==> config.mk <==
export PLATFORM = sky130hd
export DESIGN_NAME = cluster_point_sched
export DESIGN_NICKNAME = d
export VERILOG_FILES = /design/src/rtl/cluster_pkg.sv /design/src/rtl/point_fifo.sv /design/src/rtl/cluster_point_sched.sv
export SDC_FILE = /design/constraint.sdc
export NUM_CORES = 1
export LEC_CHECK = 0
export BUFFER_PORTS_ARGS = -buffer_cell sky130_fd_sc_hd__buf_4
export CORE_ASPECT_RATIO = 2
export CORE_MARGIN = 2
export CORE_UTILIZATION = 55
export DETAILED_ROUTE_END_ITERATION = 8
export PLACE_DENSITY = 0.71
export SYNTH_ARGS = -nofsm -noshare
export SYNTH_HDL_FRONTEND = slang
export SYNTH_SLANG_ARGS = --single-unit
export TNS_END_PERCENT = 10
==> constraint.sdc <==
create_clock -name clk -period 3.1 [get_ports clk]
set_input_delay 0.62 -clock clk [delete_from_list [all_inputs] [get_ports clk]]
set_output_delay 0.62 -clock clk [all_outputs]
set_load 0.01 [all_outputs]
==> src/rtl/cluster_pkg.sv <==
`default_nettype none
//==============================================================================
// Module   : cluster_pkg
// Brief    : Shared widths, noise label, point record and scheduler states.
// Revision : 1.0 - initial release
//==============================================================================
package cluster_pkg;

    localparam int COORD_W_DEFAULT = 8;
    localparam int LABEL_W_DEFAULT = 4;

    localparam logic [LABEL_W_DEFAULT-1:0] NOISE_LABEL = '1;

    typedef struct packed {
        logic [COORD_W_DEFAULT-1:0] x;
        logic [COORD_W_DEFAULT-1:0] y;
        logic [COORD_W_DEFAULT-1:0] z;
        logic                       last;
    } point_t;

    typedef enum logic [1:0] {
        ST_IDLE  = 2'd0,
        ST_ISSUE = 2'd1,
        ST_WAIT  = 2'd2,
        ST_DONE  = 2'd3
    } sched_state_t;

endpackage
`default_nettype wire

==> src/rtl/point_fifo.sv <==
`default_nettype none
//==============================================================================
// Module   : point_fifo
// Brief    : Synchronous FIFO with full/empty flags; a same-cycle pop never
//            frees room for a push.
// Revision : 1.0 - initial release
//==============================================================================
module point_fifo #(
    parameter int WIDTH = 25,
    parameter int DEPTH = 16
) (
    input  logic             clk,
    input  logic             rst,
    input  logic             push,
    input  logic [WIDTH-1:0] wr_data,
    input  logic             pop,
    output logic [WIDTH-1:0] rd_data,
    output logic             full,
    output logic             empty
);

    localparam int c_addr_w = $clog2(DEPTH);

    // Pointers carry one extra wrap bit to tell full from empty.
    logic [c_addr_w:0]  r_wr_ptr;
    logic [c_addr_w:0]  r_rd_ptr;
    logic [WIDTH-1:0]   r_mem [DEPTH];
    logic               w_wr_en;
    logic               w_rd_en;

    assign empty   = (r_wr_ptr == r_rd_ptr);
    assign full    = (r_wr_ptr[c_addr_w] != r_rd_ptr[c_addr_w]) &&
                     (r_wr_ptr[c_addr_w-1:0] == r_rd_ptr[c_addr_w-1:0]);
    assign rd_data = r_mem[r_rd_ptr[c_addr_w-1:0]];
    assign w_wr_en = push && !full;
    assign w_rd_en = pop && !empty;

    always_ff @(posedge clk or posedge rst) begin
        if (rst) begin
            r_wr_ptr <= '0;
            r_rd_ptr <= '0;
        end else begin
            if (w_wr_en) r_wr_ptr <= r_wr_ptr + 1'b1;
            if (w_rd_en) r_rd_ptr <= r_rd_ptr + 1'b1;
        end
    end

    always_ff @(posedge clk) begin
        if (w_wr_en) r_mem[r_wr_ptr[c_addr_w-1:0]] <= wr_data;
    end

endmodule
`default_nettype wire

==> src/rtl/cluster_point_sched.sv <==
`default_nettype none
//==============================================================================
// Module   : cluster_point_sched
// Brief    : Buffers 3D points and feeds them one at a time to the clustering
//            engine, returning labels with a hung-engine timeout.
//            Define CLUSTER_ECHO_EN to add out_x/out_y/out_z coordinate echo.
// Revision : 1.0 - initial release
//==============================================================================
module cluster_point_sched
    import cluster_pkg::*;
#(
    parameter int COORD_W     = COORD_W_DEFAULT,
    parameter int LABEL_W     = LABEL_W_DEFAULT,
    parameter int FIFO_DEPTH  = 16,
    parameter int ENG_TIMEOUT = 255
) (
    input  logic               clk,
    input  logic               rst,
    input  logic [COORD_W-1:0] x,
    input  logic [COORD_W-1:0] y,
    input  logic [COORD_W-1:0] z,
    input  logic               valid,
    input  logic               last,
    output logic               eng_start,
    output logic [COORD_W-1:0] eng_x,
    output logic [COORD_W-1:0] eng_y,
    output logic [COORD_W-1:0] eng_z,
    input  logic               eng_done,
    input  logic [LABEL_W-1:0] eng_label,
    output logic [LABEL_W-1:0] label,
    output logic               out_valid,
    output logic               done,
    output logic               overflow,
    output logic               timeout_err
`ifdef CLUSTER_ECHO_EN
    ,
    output logic [COORD_W-1:0] out_x,
    output logic [COORD_W-1:0] out_y,
    output logic [COORD_W-1:0] out_z
`endif
);

    localparam int                  c_pt_w     = 3 * COORD_W + 1;
    localparam int                  c_tmr_w    = $clog2(ENG_TIMEOUT + 1);
    localparam logic [c_tmr_w-1:0]  c_tmr_last = c_tmr_w'(ENG_TIMEOUT - 1);
    localparam logic [LABEL_W-1:0]  c_noise    = {LABEL_W{NOISE_LABEL[0]}};

    sched_state_t        r_state;
    logic [c_tmr_w-1:0]  r_timer;
    logic [COORD_W-1:0]  r_cur_x;
    logic [COORD_W-1:0]  r_cur_y;
    logic [COORD_W-1:0]  r_cur_z;
    logic                r_cur_last;
    logic                r_last_dropped;
    logic                r_eng_start;
    logic [LABEL_W-1:0]  r_label;
    logic                r_out_valid;
    logic                r_done;
    logic                r_overflow;
    logic                r_timeout_err;
    logic                w_full;
    logic                w_empty;
    logic                w_pop;
    logic                w_finish;
    logic [c_pt_w-1:0]   w_rd_data;
`ifdef CLUSTER_ECHO_EN
    logic [COORD_W-1:0]  r_out_x;
    logic [COORD_W-1:0]  r_out_y;
    logic [COORD_W-1:0]  r_out_z;
`endif

    assign w_pop    = (r_state == ST_IDLE) && !w_empty;
    // A real result in the last timeout cycle takes priority over the noise label.
    assign w_finish = eng_done || (r_timer == c_tmr_last);

    point_fifo #(
        .WIDTH (c_pt_w),
        .DEPTH (FIFO_DEPTH)
    ) u_fifo (
        .clk     (clk),
        .rst     (rst),
        .push    (valid),
        .wr_data ({x, y, z, last}),
        .pop     (w_pop),
        .rd_data (w_rd_data),
        .full    (w_full),
        .empty   (w_empty)
    );

    always_ff @(posedge clk or posedge rst) begin
        if (rst) begin
            r_state        <= ST_IDLE;
            r_timer        <= '0;
            r_cur_x        <= '0;
            r_cur_y        <= '0;
            r_cur_z        <= '0;
            r_cur_last     <= 1'b0;
            r_last_dropped <= 1'b0;
            r_eng_start    <= 1'b0;
            r_label        <= '0;
            r_out_valid    <= 1'b0;
            r_done         <= 1'b0;
            r_overflow     <= 1'b0;
            r_timeout_err  <= 1'b0;
`ifdef CLUSTER_ECHO_EN
            r_out_x        <= '0;
            r_out_y        <= '0;
            r_out_z        <= '0;
`endif
        end else begin
            r_eng_start <= 1'b0;
            r_out_valid <= 1'b0;
            case (r_state)
                ST_IDLE: begin
                    if (w_pop) begin
                        {r_cur_x, r_cur_y, r_cur_z, r_cur_last} <= w_rd_data;
                        r_eng_start <= 1'b1;
                        r_state     <= ST_ISSUE;
                    end else if (r_last_dropped) begin
                        r_last_dropped <= 1'b0;
                        r_done         <= 1'b1;
                        r_state        <= ST_DONE;
                    end
                end
                ST_ISSUE: begin
                    r_timer <= '0;
                    r_state <= ST_WAIT;
                end
                ST_WAIT: begin
                    if (w_finish) begin
                        r_label     <= eng_done ? eng_label : c_noise;
                        r_out_valid <= 1'b1;
                        if (!eng_done) r_timeout_err <= 1'b1;
`ifdef CLUSTER_ECHO_EN
                        r_out_x     <= r_cur_x;
                        r_out_y     <= r_cur_y;
                        r_out_z     <= r_cur_z;
`endif
                        r_done      <= r_cur_last;
                        r_state     <= r_cur_last ? ST_DONE : ST_IDLE;
                    end else begin
                        r_timer <= r_timer + 1'b1;
                    end
                end
                ST_DONE: begin
                    if (valid) begin
                        r_done  <= 1'b0;
                        r_state <= ST_IDLE;
                    end
                end
                default: r_state <= ST_IDLE;
            endcase
            // A dropped last point still has to close the frame once the FIFO drains.
            if (valid && w_full) begin
                r_overflow <= 1'b1;
                if (last) r_last_dropped <= 1'b1;
            end
        end
    end

    assign eng_start   = r_eng_start;
    assign eng_x       = r_cur_x;
    assign eng_y       = r_cur_y;
    assign eng_z       = r_cur_z;
    assign label       = r_label;
    assign out_valid   = r_out_valid;
    assign done        = r_done;
    assign overflow    = r_overflow;
    assign timeout_err = r_timeout_err;
`ifdef CLUSTER_ECHO_EN
    assign out_x       = r_out_x;
    assign out_y       = r_out_y;
    assign out_z       = r_out_z;
`endif

endmodule
`default_nettype wire

==> flow_metrics.py <==
metrics = {
    "final_layout": {
        "nets": 1055,
        "stdcell_count": 1474,
        "utilization_pct": 64.1,
        "area_growth_syn_to_layout_pct": 14.6,
        "drive_gt1_share_pct": 25.6,
    },
    "timing": {
        "finalHoldViolCount": 0,
        "worstMarginPinSlew_ps": 951,
        "setup_ws_ps": 612,
        "period_share_pct": 80.3,
        "post-route-min-period_ps": 2490,
        "rsz0062_at_grt": "no",
        "drv_slew": 0,
        "maxSlewHeadroom_pct": 36.5,
        "fmax_mhz": 402,
        "skew_ps": 11.6,
        "setup_viol": 0,
        "finalSetupTns_ps": 0,
    },
    "worst_setup_path": {
        "endpoint_kind": "flip-flop",
        "crit_start": "u_fifo.r_rd_ptr[2]",
        "worstReg2RegEnd": "u_fifo.r_mem[1][10]",
        "crit_path_max_fanout": 21,
        "crit_type": "flip-flop to flip-flop",
        "rrSetupSlack_ps": 610,
        "arrival_ps": 2690,
        "r2r_cells": 5,
        "cp-start-kind": "flip-flop",
        "cp.required_ps": 3300,
        "r2r_start": "u_fifo.r_rd_ptr[2]",
        "cp-endpoint": "u_fifo.r_mem[1][10]",
    },
    "clocking": {
        "hold_buffers": 0,
        "insertion_delay_ps": 540,
        "cts_buffers": 39,
        "clkSlewWorstSetupHoldPaths_ps": 60,
        "clockRootBuffer": "clkbuf_16",
        "ctsHtreeMaxLevel": 2,
        "cts_resized": 0,
        "cts_tree": "built",
        "post-cts-setup-buffers": 0,
        "cts_sinks": 455,
        "clockBufferDepth": 3,
    },
    "grt": {
        "grt_max_degree": 53,
        "grt_pass1_vias": 9448,
        "gr-usage-met1_pct": 27.3,
        "grt_busiest_layer": "met2",
        "grt_use_met2_pct": 43.4,
        "antenna_found_initial": 1,
        "grt_usage_pct": 23.3,
        "overflow": 0,
        "grt_pass1_wl_mm": 58.6,
        "grtUsageMet3_pct": 2.63,
    },
    "synthesis": {
        "ys_ff_latch": 455,
        "synthesis.instances": 911,
        "synth.cell_area_um2": 18000,
        "syn_nets": 951,
        "yosys-top-cells-count": "edfxtp_1 (400), mux2i_1 (102), dfrtp_1 (55), mux2_2 (35)",
        "synth_edf_count": 400,
        "synth_cell_type_count": 52,
        "ys_seq_area_share_pct": 74.2,
        "synth_ff_type": "edfxtp_1",
        "synth.area.top_cells": "edfxtp_1 (67%), dfrtp_1 (7.6%), mux2i_1 (5.7%)",
        "synth_top_area_share_pct": 66.6,
        "synth_warnings": 0,
        "synthMostInstantiatedCell": "edfxtp_1",
        "async_flop_share_pct": 12.1,
        "synth_area_leader_cell": "edfxtp_1",
        "syn-mean-instance-area_um2": 19.8,
    },
    "floorplanning": {
        "pin_count": 66,
        "dieWidth_um": 132,
        "core_area_um2": 32200,
        "dieHeight_um": 260,
        "row_count": 93,
        "start_util_pct": 56.0,
        "die_area_um2": 34300,
    },
    "routing": {
        "viasPerCell": 6.15,
        "wirelength_mm": 39.1,
        "avgRoutedWirePerCell_um": 26.5,
        "first_pass_iters": 5,
        "drc": 0,
        "ant_nets": 0,
        "drt-initial-drc-count": 769,
        "vias": 9070,
    },
    "power_and_ir_drop": {
        "power_w": 0.0191,
        "vdd.ir_drop.worst_mv": 0.626,
        "power.leakage_nw": 7.29,
        "power.density_nw_per_um2": 924,
    },
    "placement": {
        "pre_cts_slack_ps": 664,
        "placed_cells": 1401,
        "hpwl_mm": 23.9,
        "numPortBuffers": 65,
        "finalWeightedCongestion": 0.779,
    },
    "worst_hold_path": {
        "hp-class": "primary input to flip-flop",
    },
    "run": {
        "maxCapViolCount": 0,
    },
    "outcome": {
        "outcome": "finished clean",
    },
}
==> worst max-delay path: stages, from the launching register on <==
cell,delay (ps)
dfrtp_4,640
xnor2_1,210
nand4_1,230
o21a_1,400
and3_1,270
buf_4,370
==> report_power, final <==
part	switching (W)	internal [W]	leakage (nW)
Clock	0.00210	0.00282	0.624
Combinational	0.00312	0.00296	2.40
Sequential	0.000561	0.00755	4.27
Total	0.00578	0.0133	7.29
==> metrics by stage <==
step | hold slack, ps | area [um2]
5_1_grt | 282 | 20700
3_3_place_gp | 459 | 19400
6_report | 293 | 20700
2_1_floorplan | 455 | 18000
4_1_cts | 275 | 20700
3_5_place_dp | 472 | 19400
==> cells in the final DEF, fill, tap and decap left out, types with 8 or more instances in the layout <==
cell	n
dfrtp_1	51
mux2_2	35
xnor2_1	9
mux4_2	27
mux2i_1	102
a221oi_1	25
a22oi_1	27
inv_1	8
clkbuf_16	40
buf_4	102
clkbuf_1	11
mux2_4	15
a22o_1	24
edfxtp_1	400
buf_12	15
mux4_1	23
==> registers in the layout, indices dropped and copies added, names as in the netlist, 2 cells and up <==
register	count
eng_z	8
r_state	2
u_fifo.r_mem	400
eng_y	8
label	4
u_fifo.r_rd_ptr	5
u_fifo.r_wr_ptr	5
r_timer	8
eng_x	8
==> how the worst min path moves through the flow <==
stage / cells after the start / slack, ps / to / startpoint
after floorplan: 1 / 450 / r_timer[7] / r_timer[7]
after global placement: 1 / 460 / timeout_err / timeout_err
after detailed placement: 1 / 470 / timeout_err / timeout_err
after CTS: 2 / 270 / label[3] / eng_label[3]
after global routing: 2 / 280 / label[3] / eng_label[3]
final: 2 / 290 / label[3] / eng_label[3]
==> layout make-up <==
class / count / area [um2]
Sequential cell: 455 / 13400
Antenna cell: 1 / 2.50
Clock inverter: 17 / 198
Clock buffer: 55 / 1100
Inverter: 9 / 33.8
Multi-Input combinational cell: 393 / 4340
Timing Repair Buffer: 117 / 1070
Tap cell: 427 / 534
Fill cell: 2172 / 11600
==> kinds of logic after synthesis <==
family / count (synthesis) / share of synthesized area, %
buffers and inverters: 63 / 1.94
AOI/OAI and AO/OA: 114 / 5.06
xor gates and xnor gates: 14 / 0.680
DFF: 455 / 74.2
adders and majority gates: 7 / 0.486
and+or+nand+nor: 55 / 1.74
muxes: 203 / 15.9
==> routing by layer <==
metal,routed length (um),vias to the layer above,share of wire [%]
li1,-,3954,-
met1,14200,4761,36
met2,21800,280,56
met3,1780,75,4.5
met4,1310,0,3.4
met5,0,-,0
No activity file was read; power rests on OpenSTA's default activity.
